[config.mk]
export PLATFORM = sky130hd
export DESIGN_NAME = elevator_car_controller_flat
export DESIGN_NICKNAME = d
export VERILOG_FILES = /design/src/rtl/elevator_pkg.sv /design/src/rtl/elevator_car_controller_if.sv /design/src/rtl/elevator_cycle_timer.sv /design/src/rtl/elevator_car_controller.sv /design/src/flat_wrapper.sv
export SDC_FILE = /design/constraint.sdc
export NUM_CORES = 1
export LEC_CHECK = 0
export BUFFER_PORTS_ARGS = -buffer_cell sky130_fd_sc_hd__buf_2
export CAP_MARGIN = 20
export CORE_ASPECT_RATIO = 0.7
export CORE_MARGIN = 2
export CORE_UTILIZATION = 49
export DETAILED_ROUTE_END_ITERATION = 16
export PLACE_DENSITY_LB_ADDON = 0.1
export REMOVE_ABC_BUFFERS = 1
export SLEW_MARGIN = 20
export SYNTH_ARGS = -nofsm -noshare
export SYNTH_HDL_FRONTEND = slang
export SYNTH_SLANG_ARGS = --single-unit
[constraint.sdc]
create_clock -name clk -period 2.1 [get_ports clk]
set_input_delay 0.21 -clock clk [delete_from_list [all_inputs] [get_ports clk]]
set_output_delay 0.21 -clock clk [all_outputs]
set_load 0.01 [all_outputs]
[src/rtl/elevator_pkg.sv]
// Shared types and default sizing for the elevator car controller slice.
package elevator_pkg;

  localparam int DEF_NUM_FLOORS = 7;
  localparam int DEF_FLOOR_W    = 3;

  typedef enum logic [1:0] {
    CAR_IDLE   = 2'd0,
    CAR_DECIDE = 2'd1,
    CAR_MOVING = 2'd2,
    CAR_DOOR   = 2'd3
  } car_state_t;

  typedef logic [DEF_FLOOR_W-1:0] floor_t;

endpackage

[src/rtl/elevator_car_controller_if.sv]
// Signal bundle between the car controller, the call-button logic and the direction resolver.
interface elevator_car_controller_if
  import elevator_pkg::*;
#(
  parameter int NUM_FLOORS = DEF_NUM_FLOORS,
  parameter int FLOOR_W    = DEF_FLOOR_W
) ();

  logic                  req_valid;
  logic [FLOOR_W-1:0]    req_floor;
  logic                  next_up_ndown;
  logic                  queue_empty;
  logic [NUM_FLOORS-1:0] queue_status;
  logic [FLOOR_W-1:0]    current_floor;
  logic                  current_up_ndown;
  logic                  door_open;
  logic                  moving;

  modport master (
    input  req_valid, req_floor, next_up_ndown, queue_empty,
    output queue_status, current_floor, current_up_ndown, door_open, moving
  );

  modport slave (
    output req_valid, req_floor, next_up_ndown, queue_empty,
    input  queue_status, current_floor, current_up_ndown, door_open, moving
  );

endinterface

[src/rtl/elevator_cycle_timer.sv]
// Loadable down-counter; done is high once the count has reached zero.
module elevator_cycle_timer #(
  parameter int W = 5
) (
  input  logic         clk,
  input  logic         rst_n,
  input  logic         i_load,
  input  logic [W-1:0] i_load_val,
  output logic         o_done
);

  logic [W-1:0] r_count;

  // Count register: load takes priority, otherwise decrement and hold at zero.
  always_ff @(posedge clk or negedge rst_n) begin
    if (!rst_n) begin
      r_count <= '0;
    end else if (i_load) begin
      r_count <= i_load_val;
    end else if (r_count != '0) begin
      r_count <= r_count - W'(1);
    end else begin
      r_count <= r_count;
    end
  end

  assign o_done = (r_count == '0);

endmodule

[src/rtl/elevator_car_controller.sv]
// Car-side controller: latches floor calls and sequences stop decisions,
// timed floor-to-floor travel and timed door dwell.
module elevator_car_controller
  import elevator_pkg::*;
#(
  parameter int NUM_FLOORS    = DEF_NUM_FLOORS,
  parameter int FLOOR_W       = DEF_FLOOR_W,
  parameter int TRAVEL_CYCLES = 16,
  parameter int DOOR_CYCLES   = 32
) (
  input logic                       clk,
  input logic                       rst_n,
  elevator_car_controller_if.master bus
);

  localparam int MAX_CYCLES = (TRAVEL_CYCLES > DOOR_CYCLES) ? TRAVEL_CYCLES : DOOR_CYCLES;
  localparam int TMR_W      = $clog2(MAX_CYCLES);
  localparam int FLOOR_W1   = FLOOR_W + 1;
  localparam logic [TMR_W-1:0]   TRAVEL_LOAD = TMR_W'(TRAVEL_CYCLES - 1);
  localparam logic [TMR_W-1:0]   DOOR_LOAD   = TMR_W'(DOOR_CYCLES - 1);
  localparam logic [FLOOR_W-1:0] TOP_FLOOR   = FLOOR_W'(NUM_FLOORS - 1);
  localparam logic [FLOOR_W:0]   FLOOR_LIMIT = FLOOR_W1'(NUM_FLOORS);

  car_state_t            r_state;
  car_state_t            w_state_nxt;
  logic [NUM_FLOORS-1:0] r_queue;
  logic [NUM_FLOORS-1:0] w_set_mask;
  logic [NUM_FLOORS-1:0] w_clr_mask;
  logic [FLOOR_W-1:0]    r_floor;
  logic [FLOOR_W-1:0]    w_floor_nxt;
  logic                  r_up;
  logic                  w_up_nxt;
  logic                  w_tmr_load;
  logic [TMR_W-1:0]      w_tmr_val;
  logic                  w_tmr_done;
  logic                  w_req_in_range;
  logic                  w_req_here;

  assign w_req_in_range = bus.req_valid && ({1'b0, bus.req_floor} < FLOOR_LIMIT);
  // A call for the floor we are standing at is a stop, not a queue entry; once moving the car has left it.
  assign w_req_here     = w_req_in_range && (bus.req_floor == r_floor) && (r_state != CAR_MOVING);

  elevator_cycle_timer #(
    .W(TMR_W)
  ) u_timer (
    .clk        (clk),
    .rst_n      (rst_n),
    .i_load     (w_tmr_load),
    .i_load_val (w_tmr_val),
    .o_done     (w_tmr_done)
  );

  // Queue set mask from an accepted call button request.
  always_comb begin
    w_set_mask = '0;
    if (w_req_in_range && !w_req_here) begin
      w_set_mask[bus.req_floor] = 1'b1;
    end else begin
      w_set_mask = '0;
    end
  end

  // Next-state, timer load, queue clear and floor/direction updates.
  always_comb begin
    w_state_nxt = r_state;
    w_floor_nxt = r_floor;
    w_up_nxt    = r_up;
    w_clr_mask  = '0;
    w_tmr_load  = 1'b0;
    w_tmr_val   = '0;
    case (r_state)
      CAR_IDLE: begin
        if (w_req_here) begin
          w_tmr_load  = 1'b1;
          w_tmr_val   = DOOR_LOAD;
          w_state_nxt = CAR_DOOR;
        end else if (!bus.queue_empty) begin
          w_state_nxt = CAR_DECIDE;
        end else begin
          w_state_nxt = CAR_IDLE;
        end
      end
      CAR_DECIDE: begin
        if (r_queue[r_floor] || w_req_here) begin
          w_clr_mask[r_floor] = 1'b1;
          w_tmr_load          = 1'b1;
          w_tmr_val           = DOOR_LOAD;
          w_state_nxt         = CAR_DOOR;
        end else if (bus.queue_empty) begin
          w_state_nxt = CAR_IDLE;
        end else begin
          w_up_nxt    = bus.next_up_ndown;
          w_tmr_load  = 1'b1;
          w_tmr_val   = TRAVEL_LOAD;
          w_state_nxt = CAR_MOVING;
        end
      end
      CAR_MOVING: begin
        if (w_tmr_done) begin
          w_state_nxt = CAR_DECIDE;
          // Clamp at the shaft ends: hold the floor, still re-decide.
          if (r_up && (r_floor != TOP_FLOOR)) begin
            w_floor_nxt = r_floor + FLOOR_W'(1);
          end else if (!r_up && (r_floor != '0)) begin
            w_floor_nxt = r_floor - FLOOR_W'(1);
          end else begin
            w_floor_nxt = r_floor;
          end
        end else begin
          w_state_nxt = CAR_MOVING;
        end
      end
      CAR_DOOR: begin
        if (w_req_here) begin
          w_tmr_load  = 1'b1;
          w_tmr_val   = DOOR_LOAD;
          w_state_nxt = CAR_DOOR;
        end else if (w_tmr_done) begin
          w_state_nxt = CAR_DECIDE;
        end else begin
          w_state_nxt = CAR_DOOR;
        end
      end
      default: begin
        w_state_nxt = CAR_IDLE;
      end
    endcase
  end

  // State, queue, floor and direction registers; clear beats set on the same bit.
  always_ff @(posedge clk or negedge rst_n) begin
    if (!rst_n) begin
      r_state <= CAR_IDLE;
      r_queue <= '0;
      r_floor <= '0;
      r_up    <= 1'b1;
    end else begin
      r_state <= w_state_nxt;
      r_queue <= (r_queue | w_set_mask) & ~w_clr_mask;
      r_floor <= w_floor_nxt;
      r_up    <= w_up_nxt;
    end
  end

  assign bus.queue_status     = r_queue;
  assign bus.current_floor    = r_floor;
  assign bus.current_up_ndown = r_up;
  assign bus.door_open        = (r_state == CAR_DOOR);
  assign bus.moving           = (r_state == CAR_MOVING);

endmodule
[src/flat_wrapper.sv]
// flat-port wrapper written by rule: the top's interface ports become plain ports
module elevator_car_controller_flat import elevator_pkg::*;
#(
  parameter int NUM_FLOORS    = DEF_NUM_FLOORS,
  parameter int FLOOR_W       = DEF_FLOOR_W,
  parameter int TRAVEL_CYCLES = 16,
  parameter int DOOR_CYCLES   = 32
)
  (clk, rst_n, bus_req_valid, bus_req_floor, bus_next_up_ndown, bus_queue_empty, bus_queue_status, bus_current_floor, bus_current_up_ndown, bus_door_open, bus_moving);
  elevator_car_controller_if #(.NUM_FLOORS(NUM_FLOORS), .FLOOR_W(FLOOR_W)) bus_i ();
  input logic clk;
  input logic rst_n;
  input wire logic [$bits(bus_i.req_valid)-1:0] bus_req_valid;
  input wire logic [$bits(bus_i.req_floor)-1:0] bus_req_floor;
  input wire logic [$bits(bus_i.next_up_ndown)-1:0] bus_next_up_ndown;
  input wire logic [$bits(bus_i.queue_empty)-1:0] bus_queue_empty;
  output wire logic [$bits(bus_i.queue_status)-1:0] bus_queue_status;
  output wire logic [$bits(bus_i.current_floor)-1:0] bus_current_floor;
  output wire logic [$bits(bus_i.current_up_ndown)-1:0] bus_current_up_ndown;
  output wire logic [$bits(bus_i.door_open)-1:0] bus_door_open;
  output wire logic [$bits(bus_i.moving)-1:0] bus_moving;
  assign bus_i.req_valid = bus_req_valid;
  assign bus_i.req_floor = bus_req_floor;
  assign bus_i.next_up_ndown = bus_next_up_ndown;
  assign bus_i.queue_empty = bus_queue_empty;
  assign bus_queue_status = bus_i.queue_status;
  assign bus_current_floor = bus_i.current_floor;
  assign bus_current_up_ndown = bus_i.current_up_ndown;
  assign bus_door_open = bus_i.door_open;
  assign bus_moving = bus_i.moving;
  elevator_car_controller #(.NUM_FLOORS(NUM_FLOORS), .FLOOR_W(FLOOR_W), .TRAVEL_CYCLES(TRAVEL_CYCLES), .DOOR_CYCLES(DOOR_CYCLES)) u_core (.clk(clk), .rst_n(rst_n), .bus(bus_i));
endmodule
# After elaboration in Yosys (flattened, before gate mapping)
# Cells that the tools add are included.
classes:
  add_sub_neg: 3
  magnitude_cmp: 5
  n_eq_ne: 6
  mux: 29
  bitwise: 5
  reduce_logical: 20
ops:
  columns: ["operator", "count"]
  rows:
  - ["$mux 7", 3]
  - ["$mux 5", 4]
  - ["$mux 2", 6]
  - ["$pmux 5 s2", 1]
  - ["$logic_and 1x1->1", 8]
  - ["$lt 3x4->1 const B", 2]
  - ["$pmux 2 s4", 1]
  - ["$and 7x7->7", 1]
  - ["$mux 1", 7]
  - ["$not 7->7", 1]
  - ["$or 7x7->7", 1]
  - ["$demux 1 s3", 2]
  - ["$ge 3x1->1 const B", 2]
  - ["$mux 3", 2]
  - ["$reduce_and 3->1", 2]
  - ["$logic_not 5->1", 1]
  - ["$reduce_bool 5->1", 1]
  - ["$sub 5x1->5 const B", 1]
  - ["$eq 2x2->1 const B", 2]
  - ["$mux 4", 1]
  - ["$reduce_bool 2->1", 2]
  - ["$add 3x1->3 const B", 1]
  - ["$bmux 1 s3", 1]
  - ["$eq 3x3->1", 1]
  - ["12 further kinds", 14]
word_totals:
  ff_bits: 18
  input_bits: 8
  out_inout_bits: 13
  word_cells: 73

# Depth between registers and ports, before layout
logic_depth:
  word_depth: 9
  depth_mapped: 10

# By module
# From an unflattened synthesis, not the netlist that was laid out.
unflattened:
  cells_unflattened: 125
  area_unflattened_um2: 1222.4
by_module_without_submodules:
  columns: ["mod", "n_inst", "cells_per_inst", "area_per_inst_um2"]
  rows:
  - ["elevator_car_controller", 1, 98, 943.4]
  - ["elevator_cycle_timer", 1, 27, 279.0]

# Least setup slack after synthesis
# Ideal clock, no wire load.
synth_timing:
  path_type: "flip-flop to flip-flop"
  from: "register u_core.r_floor[2] (netlist: u_core.bus.current_floor[2])"
  to: "register u_core.r_floor[2] (netlist: u_core.bus.current_floor[2])"
  arrival_ps: 1930
  t_required_ps: 1984
  path_slack_ps: 55
  path_stages_with_launch: 10
  path_buffers: 2
  period_less_slack_ps: 2045
  path_cell_list: "dfrtp_1 buf_2 clkbuf_1 nor2b_1 nand2_1 nand2_1 fa_1 o41ai_1 nand2_1 o311ai_0"
synth_between:
  elab_chain_cells: 4
  elab_cells_between_ends: 10
  cone_classes: "add/sub (2); eq/ne (1); mux (2); reduce/logical (5)"
synth_lines:
  columns: ["item", "line_no", "text"]
  rows:
  - ["start, declared", "elevator_car_controller.sv:29", "logic [FLOOR_W-1:0] r_floor;"]
  - ["start signal, assigned", "elevator_car_controller.sv:140", "r_floor <= w_floor_nxt;"]
  - ["branches (longest 4 deep; another with $sub 3x1->3)", null, null]
# Parallel ways; which one is timed is not known. The select of a mux whose other input is x is not followed.
# A chain may end at the register's enable or synchronous reset.

# Worst setup path after layout
layout_timing:
  from: "register u_core.r_floor[0] (netlist: u_core.bus.current_floor[0])"
  to: "register u_core.r_up (netlist: u_core.bus.current_up_ndown)"
layout_between:
  elab_chain_cells: 6
  elab_cells_between_ends: 8
  cone_classes: "eq/ne (1); mux (2); bitwise (1); reduce/logical (4)"
layout_lines:
  columns: ["item", "line_no", "text"]
  rows:
  - ["branches (longest 3 deep; another with $bmux 1 s3)", null, null]
  - ["$logic_or 1x1->1 (*)", "elevator_car_controller.sv:84", "if (r_queue[r_floor] || w_req_here) begin"]
  - ["$not 1->1 (no source line) (*)", null, null]
  - ["$reduce_and 3->1 (no source line) (*)", null, null]
  - ["end signal, assigned", "elevator_car_controller.sv:141", "r_up <= w_up_nxt;"]
  - ["end, declared", "elevator_car_controller.sv:31", "logic r_up;"]
# Mark *: on every way between the ends. The select of a mux whose other input is x is not followed.

==> impl_metrics.yaml <==
drt:
  detail_route.wl_per_cell_um: 15.3
  drt-pass1-iter-count: 4
  first_iter_violations: 65
  route.detailed.drc: 0
  route.vias.total: 1109
  route.final.wire_length_um: 3020
  vias_per_cell: 5.63
  route.antenna.remaining_nets: 0
logic_synthesis:
  synth.top_cell.area_share_pct: 34.9
  ys_types: 39
  synth_area_leaders: "dfrtp_1 (35%), ha_1 (7.2%), nand2_1 (4.0%)"
  synthFlopType: "dfrtp_1"
  synth.ff_latch_count: 18
  synthXorXnorAreaFrac_pct: 5.04
  synthAdderAreaFrac_pct: 8.84
  synthArstFlopShare_pct: 100
  synth_area_leader_cell: "dfrtp_1"
  synth_compound_area_share_pct: 19.0
  synthesis.area_per_instance_sq_um: 9.09
  post_synth_instance_area_sq_um: 1220
  synth_sequential_area_ratio_pct: 37.1
  post_synth_inst_count: 134
  yosys-mux-area-fraction_pct: 3.80
  warnings_synthesis: 0
  synth_top_family_by_area: "simple AND/OR/NAND/NOR gates"
  synthSimpleGateAreaFrac_pct: 21.1
  synth-edff-count: 0
sta:
  max_slew.worst_pin.slew_ns: 0.426
  finalSetupViolCount: 0
  maxClockFrequency_ghz: 0.516
  timing.final.hold_violations: 0
  timing_max_transition_violations_final: 0
  rsz0062_at_grt: "no"
  clock_skew_ns: 0.00309
  period_minus_slack_ns: 1.94
  setup-tns-final_ns: 0
  worst_case_headroom_to_the_max_slew_limit_pct: 71.6
  final.period_utilization_pct: 92.2
  fin_worst_hold_slack_ns: 0.149
placement:
  port_buffers: 20
  finalWeightedCongestion: 0.849
  dp_hpwl_um: 2290
setup_path:
  timing.critical_path.cells: "mux2i_1 > o32a_1 > o21ai_0 > or4b_4 > mux2_4"
  path_buf_inv: 0
  r2r_cells: 5
  setup.worst_path.end_class: "flop"
  cpPeakStageDelay_ns: 0.53
  worstSetupStartpointType: "flop"
  required_time_of_the_worst_setup_path_ns: 2.35
  critical_path.reg2reg.startpoint: "u_core.bus.current_floor[0]"
  worst-setup-path-type: "reg2reg"
  r2r_slack_ns: 0.16
  timing.critical_path.max_delay_family: "multiplexers"
  worstReg2RegEnd: "u_core.bus.current_up_ndown"
  worst-endpoint-arrival_ns: 2.18
  timing.critical_path.slowest_stage_cell: "dfrtp_1"
  cp_max_fo: 8
finish:
  multi_input_comb_area_sq_um: 703
  syn2layout_area_growth_pct: 19.3
  drive_above_1_share_pct: 25.2
  utilization_pct: 60.5
  sequential_cell_area_sq_um: 452
  finalNetCount: 180
  diode_count: 0
  fillerInstances: 232
die:
  floorplan.die_area_sq_um: 2910
  core.rowCount: 15
  core_area_sq_um: 2400
  start_util_pct: 50.7
  chipHeight_um: 45.7
  die_w_um: 63.6
  boundaryPins: 21
global_routing:
  grt_start_max_net_pins: 19
  grt_pass1_wl_um: 4940
  grt-ovfl-total: 0
  grt_antenna_before_repair: 0
  number_of_global_route_vias_before_repair: 1007
  grt_util_all_layers_pct: 23.4
clock_network:
  clockBufferDepth: 2
  post_cts.repair.setup_buffers: 0
  clk_pin_slew_worst_paths_ns: 0.11
  clock_sink_count: 18
  tritoncts: "yes"
  source_to_sink_clock_delay_at_the_later_pin_of_the_worst_skew_pair_ns: 0.31
  clock-root-buffer: "clkbuf_4"
  cts_htree_levels: 1
  cts-buffers-inserted: 3
flow_run:
  cap_viol_max_count: 0
pwr:
  power_density_nw_per_um2: 1350
  power.static_leakage_nw: 0.660
  power.ir.vdd_worst_mv: 0.741
  power.total_mw: 1.96
run_status:
  outcome: "complete, no violations"
hold_path:
  hp-start: "bus_next_up_ndown"
  worstHoldEndpoint: "u_core.bus.current_up_ndown"
  number_of_cells_on_the_worst_hold_path: 2
  classification_of_the_worst_slack_hold_path: "in2reg"
[cell families after synthesis]
family	Yosys count
simple gates	49
mux	4
compound gates	34
fa+ha+maj	8
buf+inv	14
xor+xnor	7
flops	18
[worst reg2reg max path, stage by stage (launching register included)]
cell     delay, ns
dfrtp_1       0.53
mux2i_1       0.26
o32a_1        0.15
o21ai_0       0.12
or4b_4        0.52
mux2_4        0.30
[synth_stat cells, types with 2 or more instances]
| cell | count |
|---|---|
| a31oi_1 | 4 |
| o311ai_0 | 3 |
| nor4_1 | 3 |
| nor2_1 | 13 |
| buf_2 | 2 |
| mux2i_1 | 2 |
| clkbuf_1 | 4 |
| xnor2_1 | 3 |
| o21ai_0 | 6 |
| ha_1 | 7 |
| a41oi_1 | 5 |
| nand2_1 | 13 |
| dfrtp_1 | 17 |
| o211ai_1 | 2 |
| and3_1 | 2 |
| and2_1 | 2 |
| xor2_1 | 4 |
| nor3b_1 | 2 |
| nor2b_1 | 4 |
| a21oi_1 | 8 |
| nand3_1 | 4 |
| inv_1 | 7 |
[how the worst max path moves through the flow]
stage                             endpoint  cells past startpoint                        start
6_report       u_core.bus.current_up_ndown                      5  u_core.bus.current_floor[0]
5_1_grt        u_core.bus.current_floor[2]                      8  u_core.bus.current_floor[2]
4_1_cts        u_core.bus.current_up_ndown                      5  u_core.bus.current_floor[0]
3_5_place_dp   u_core.bus.current_up_ndown                      5  u_core.bus.current_floor[0]
3_3_place_gp   u_core.bus.current_up_ndown                      5  u_core.bus.current_floor[0]
2_1_floorplan  u_core.bus.current_up_ndown                      5  u_core.bus.current_floor[1]
[where the power goes]
part,internal [mW],switching [mW]
combinational,0.496,0.598
clock,0.106,0.121
sequential,0.488,0.150
[sequential cells by signal, indices dropped and copies added (netlist names)]
| name | cells |
|---|---|
| u_core.bus.queue_status | 7 |
| u_core.bus.current_up_ndown | 1 |
| u_core.u_timer.r_count | 5 |
| u_core.bus.current_floor | 3 |
| u_core.r_state | 2 |
[layer usage]
| metal | global-route usage [%] | vias up | part of all wire, % |
|---|---|---|---|
| met5 | 0 | - | 0 |
| met4 | 6.52 | 0 | 0.96 |
| met3 | 7.43 | 4 | 5.5 |
| met2 | 35.4 | 30 | 43 |
| met1 | 32.7 | 535 | 50 |
| li1 | - | 540 | - |
[cell usage in the layout (no fill, tap or decap), types with 2 or more instances in the layout]
| cell type | count |
|---|---|
| nand3_1 | 4 |
| dfrtp_1 | 17 |
| nor2_1 | 13 |
| xor2_1 | 4 |
| a31oi_1 | 4 |
| a21oi_1 | 8 |
| clkbuf_4 | 3 |
| nor3b_1 | 2 |
| inv_1 | 7 |
| buf_4 | 11 |
| ha_1 | 7 |
| nor4_1 | 3 |
| buf_2 | 20 |
| a41oi_1 | 5 |
| and3_1 | 2 |
| nand2_1 | 13 |
| and2_1 | 2 |
| xnor2_1 | 3 |
| o311ai_0 | 2 |
| o21ai_0 | 6 |
| nor2b_1 | 4 |
| o211ai_1 | 2 |
| mux2i_1 | 2 |
[cell type report]
class / instances / area share (%)
Inverter: 7 / 1.81
Multi-Input combinational cell: 102 / 48.4
Sequential cell: 18 / 31.1
Clock buffer: 4 / 2.50
Tap cell: 34 / 2.93
Timing Repair Buffer: 32 / 13.3
[stage by stage]
step | std cells | cell area, sq um | setup WS, ns
2_1_floorplan | 127 | 1180 | -0.0709
3_3_place_gp | 192 | 1410 | 0.182
3_5_place_dp | 192 | 1410 | 0.191
4_1_cts | 197 | 1450 | 0.164
5_1_grt | 197 | 1450 | 0.0250
6_report | 197 | 1450 | 0.164
[timing repair]
| item | 4_1_cts | 5_1_grt |
|---|---|---|
| setup endpoints to repair | 0 | 1 |
| hold buffers | 1 | 0 |
| gates resized for setup | 0 | 1 |
| hold endpoints to repair | 17 | 0 |
(Power assumes the default switching activity.)
